--- config.mk ---
export PLATFORM = sky130hd
export DESIGN_NAME = uart_byte_tx
export DESIGN_NICKNAME = d
export VERILOG_FILES = /design/src/rtl/uart_pkg.sv /design/src/rtl/uart_baud_gen.sv /design/src/rtl/uart_byte_tx.sv
export SDC_FILE = /design/constraint.sdc
export NUM_CORES = 1
export LEC_CHECK = 0
export CAP_MARGIN = 30
export CORE_MARGIN = 2
export CORE_UTILIZATION = 45
export CTS_CLUSTER_SIZE = 30
export DETAILED_ROUTE_END_ITERATION = 10
export GPL_TIMING_DRIVEN = 0
export PLACE_DENSITY = 0.66
export RECOVER_POWER = 50
export SYNTH_ARGS = -nofsm -noshare
export SYNTH_HDL_FRONTEND = slang
export SYNTH_SLANG_ARGS = --single-unit
export TNS_END_PERCENT = 10
--- constraint.sdc ---
create_clock -name clk -period 6.9 [get_ports clk]
set_clock_uncertainty 0.05 [all_clocks]
set_input_delay 2.07 -clock clk [delete_from_list [all_inputs] [get_ports clk]]
set_output_delay 2.07 -clock clk [all_outputs]
set_load 0.02 [all_outputs]
--- src/rtl/uart_pkg.sv ---
// uart_pkg: shared state encoding, divisor helper and frame length for the UART transmitter
package uart_pkg;

`ifdef UART_PARITY_EN
    typedef enum logic [2:0] {IDLE, START, DATA, PARITY, STOP} state_t;
    localparam int FRAME_BITS = 11;
`else
    typedef enum logic [1:0] {IDLE, START, DATA, STOP} state_t;
    localparam int FRAME_BITS = 10;
`endif

    // Rounded clocks-per-bit so the baud error is at most half a clock
    function automatic int calc_div(input int clk_hz, input int baud);
        return (clk_hz + baud / 2) / baud;
    endfunction

endpackage

--- src/rtl/uart_baud_gen.sv ---
// uart_baud_gen: DIV-cycle bit timer with clear, pulses bit_tick on the last cycle of each bit
module uart_baud_gen #(
    parameter int DIV = 10
) (
    input  logic clk,
    input  logic rst_n,
    input  logic en,
    input  logic clr,
    output logic bit_tick
);

    localparam int W = $clog2(DIV);

    logic [W-1:0] cnt;

    assign bit_tick = en && (cnt == W'(DIV - 1));

    always_ff @(posedge clk or negedge rst_n) begin
        if (!rst_n)
            cnt <= '0;
        else if (clr || !en || bit_tick)
            cnt <= '0;
        else
            cnt <= cnt + 1'b1;
    end

endmodule

--- src/rtl/uart_byte_tx.sv ---
// uart_byte_tx: 8N1 UART byte serializer, LSB first; define UART_PARITY_EN to add an even-parity bit
module uart_byte_tx
    import uart_pkg::*;
#(
    parameter int CLK_FREQ_HZ = 100_000_000,
    parameter int BAUD        = 115_200
) (
    input  logic       clk,
    input  logic       rst_n,
    input  logic [7:0] tx_data,
    input  logic       tx_valid,
    output logic       tx_ready,
    output logic       uart_tx,
    output logic       busy
);

    localparam int DIV = calc_div(CLK_FREQ_HZ, BAUD);

    if (DIV < 2) begin : g_div_check
        $error("uart_byte_tx: DIV must be at least 2");
    end

    state_t     state;
    logic [7:0] shreg;
    logic [2:0] bit_cnt;
    logic       bit_tick;
    logic       accept;
`ifdef UART_PARITY_EN
    logic       par;
`endif

    assign accept = tx_valid && tx_ready;
    assign busy   = !tx_ready;

    // Clearing on accept gives the start bit its full DIV-cycle width
    uart_baud_gen #(.DIV(DIV)) u_baud (
        .clk      (clk),
        .rst_n    (rst_n),
        .en       (state != IDLE),
        .clr      (accept),
        .bit_tick (bit_tick)
    );

    always_ff @(posedge clk or negedge rst_n) begin
        if (!rst_n) begin
            state    <= IDLE;
            tx_ready <= 1'b1;
            uart_tx  <= 1'b1;
            shreg    <= '0;
            bit_cnt  <= '0;
`ifdef UART_PARITY_EN
            par      <= 1'b0;
`endif
        end else begin
            case (state)
                IDLE: if (accept) begin
                    state    <= START;
                    tx_ready <= 1'b0;
                    uart_tx  <= 1'b0;
                    shreg    <= tx_data;
                    bit_cnt  <= '0;
`ifdef UART_PARITY_EN
                    par      <= ^tx_data;
`endif
                end
                START: if (bit_tick) begin
                    state   <= DATA;
                    uart_tx <= shreg[0];
                    shreg   <= shreg >> 1;
                end
                DATA: if (bit_tick) begin
                    if (bit_cnt == 3'd7) begin
`ifdef UART_PARITY_EN
                        state   <= PARITY;
                        uart_tx <= par;
`else
                        state   <= STOP;
                        uart_tx <= 1'b1;
`endif
                    end else begin
                        uart_tx <= shreg[0];
                        shreg   <= shreg >> 1;
                        bit_cnt <= bit_cnt + 3'd1;
                    end
                end
`ifdef UART_PARITY_EN
                PARITY: if (bit_tick) begin
                    state   <= STOP;
                    uart_tx <= 1'b1;
                end
`endif
                STOP: if (bit_tick) begin
                    state    <= IDLE;
                    tx_ready <= 1'b1;
                end
                default: state <= IDLE;
            endcase
        end
    end

endmodule

==> results.toml <==
[floorplanning]
row_count = 19
initial_utilization_pct = 48.4
core_area_mm2 = 0.00281
dieArea_mm2 = 0.00348
boundaryPins = 14
fp.dieW_um = 59.0
die_y_um = 59.0

[clocking]
cts_hold_buf = 0
clock-root-buffer = "clkbuf_4"
cts_max_level = 1
clk_latency_ns = 0.31
cts_resized = 0
cts_made_buffers = 3
cts.reportedPaths.clkPinSlew_ns = 0.13
clockBufferDepth = 2
cts.sinks = 25
tritoncts = "done"
post_cts_buffers = 0

[synth]
syn_inst = 119
yosys_warnings = 0
synth_area_per_cell_um2 = 11.4
ys_types = 29
yosysSeqAreaShare_pct = 46.2
syn_nets = 138
synth.area.top_cells = "dfrtp_1, mux2_2, ha_1"
synth_top_area_share_pct = 42.4
synth_top_area_cell = "dfrtp_1"
synth-seq-cells = 25
netlist_area_mm2 = 0.00136

[worst_setup_path]
required_ns = 4.78
startpoint_type = "flop"
cp_top_family = "buffers and inverters"
worstPathArrival_ns = 1.53
r2r-start = "state[0]"
path_max_fanout = 7
crit_type = "reg -> out"
crit_buf_inv = 1
reg2reg_depth = 6
critical-path-slowest-cell = "clkdlybuf4s50_1"
r2r_slack_ns = 4.35
slowest_delay_ns = 0.62
end_kind = "output port"
crit_chain = "clkdlybuf4s50_1"
r2r-end = "state[1]"

[layout]
regArea_um2 = 628
fin_nets = 157
final_common_cell = "dfrtp_1"
diodes = 0
drive_above_1_share_pct = 22.6
multi_input_area_um2 = 687
syn_to_final_growth_pct = 14.7
fillCellCount = 272
layout_common_cells = "dfrtp_1, mux2_2, nor2_1"
stdcell_area_mm2 = 0.00156

[power_and_ir_drop]
combPwrFrac_pct = 50.3
switching_power_mw = 0.205
internal-power_mw = 0.369
vdd_drop_max_mv = 0.224
powerDensity_mw_per_mm2 = 368
p_leak_nw = 0.710
p_clk_share_pct = 11.1
switching_share_pct = 35.7
p_seq_share_pct = 38.6

[grt]
grt_pass1_vias = 973
gr-total-overflow = 0
antenna_found_initial = 0
grt_max_degree = 17
grt_pass1_wl_um = 4310
grt_use_total_pct = 15.9

[sta]
min_period_ns = 3.65
fin_crit_sh_pct = 52.9
setup_tns_ns = 0
finalMaxSlewViolations = 0
setup_viol = 0
final.setup.worst_slack_ns = 3.25
final_hold_viol_count = 0
slew_headroom_pct = 43.3
tightest_slew_ns = 0.851
rsz0062_at_grt = "no"
hold_ws_ns = 0.446
max_freq_mhz = 274

[detailed_routing]
drt_iter0_drc = 23
viasPerCell = 5.26
wirelength_met1_um = 1070
top_layer_used = "met4"
antenna_left = 0
vias = 883
wl_um = 2230
wl_met3_um = 60
drt_first_pass_iters = 6
wl_per_cell_um = 13.2
met2_length_um = 1090
drc_errors = 1

[placement]
dpl.hpwl_um = 1720
io_buffers = 13
place_area_mm2 = 0.00156
place_congestion = 0.805
pre_cts_ws_ns = 3.18

[outcome]
status = "finished with violations"
violations = "DRC"

[job]
max_cap_viol_count = 0

[hold_path]
hold-path-endpoint = "bit_cnt[0]"
hold_class = "reg -> reg"
min_from = "bit_cnt[0]"
hold_path_depth = 1
worst max-delay path by stage:
stage | from | endpoint | slack (ns) | depth (start not counted)
after floorplan | tx_valid | shreg[0] | 3.86 | 4
after global placement | tx_valid | shreg[6] | 3.25 | 5
after detailed placement | tx_valid | shreg[7] | 3.18 | 5
after CTS | tx_ready | tx_ready | 3.23 | 1
after global routing | tx_ready | tx_ready | 3.17 | 1
final | tx_ready | tx_ready | 3.25 | 1
layer usage:
metal,GRT usage (%),vias up
met4,4.87,0
met1,21.7,423
li1,-,448
met3,1.98,2
met2,26.3,10
met5,0,-
state kept, by name (all words and copies together), names as in the netlist:
register,flops
u_baud.cnt,10
shreg,8
bit_cnt,3
state,2
tx_ready,1
uart_tx,1
synthesized netlist by cell type:
| master | instances |
|---|---|
| a211o_1 | 1 |
| a21boi_0 | 2 |
| a21oi_1 | 2 |
| and3_1 | 1 |
| and3_2 | 1 |
| and4_2 | 1 |
| buf_1 | 1 |
| buf_2 | 2 |
| dfrtp_1 | 23 |
| dfstp_2 | 2 |
| ha_1 | 8 |
| inv_1 | 8 |
| mux2_2 | 17 |
| mux2i_1 | 3 |
| nand2_1 | 6 |
| nand3_1 | 3 |
| nand4_1 | 3 |
| nand4b_1 | 2 |
| nor2_1 | 12 |
| nor2b_1 | 1 |
| nor3_1 | 2 |
| nor4b_4 | 1 |
| o211ai_4 | 1 |
| o21a_1 | 1 |
| o21ai_0 | 5 |
| o221a_2 | 1 |
| or4b_4 | 1 |
| xnor2_1 | 2 |
| xor2_1 | 6 |
area by class of cell:
type | instances | area share [%]
multi-input combinational | 83 | 44.1
sequential | 25 | 40.3
timing repair buffer | 14 | 8.59
tap | 31 | 2.49
inverter | 8 | 1.93
clock buffer | 3 | 1.44
buffer | 3 | 0.883
clock inverter | 1 | 0.321
metrics by stage:
stage	power (mW)	cells	util [%]
after floorplan	0.455	119	-
after global placement	0.501	163	54.5
after detailed placement	0.516	164	55.4
after CTS	0.584	168	56.4
after global routing	0.629	168	55.6
final	0.574	168	55.6
logic make-up (layout without fill, tap and decap cells):
logic type	after synthesis	after routing	share of synthesized area [%]
buffers and inverters	11	29	3.22
AOI/OAI and AO/OA	13	13	7.27
xor gates and xnor gates	8	8	5.16
DFF	25	25	46.2
adders and majority gates	8	8	7.37
and+or+nand+nor	34	34	14.5
muxes	20	20	16.3
power groups by stage:
stage	sequential (mW)	clock, mW	combinational, mW
6_report	0.221	0.0635	0.289
5_1_grt	0.229	0.0717	0.328
4_1_cts	0.222	0.0693	0.293
3_5_place_dp	0.225	0	0.290
3_3_place_gp	0.222	0	0.279
2_1_floorplan	0.218	0	0.237
Note: power is estimated with default switching activity, not from simulation.
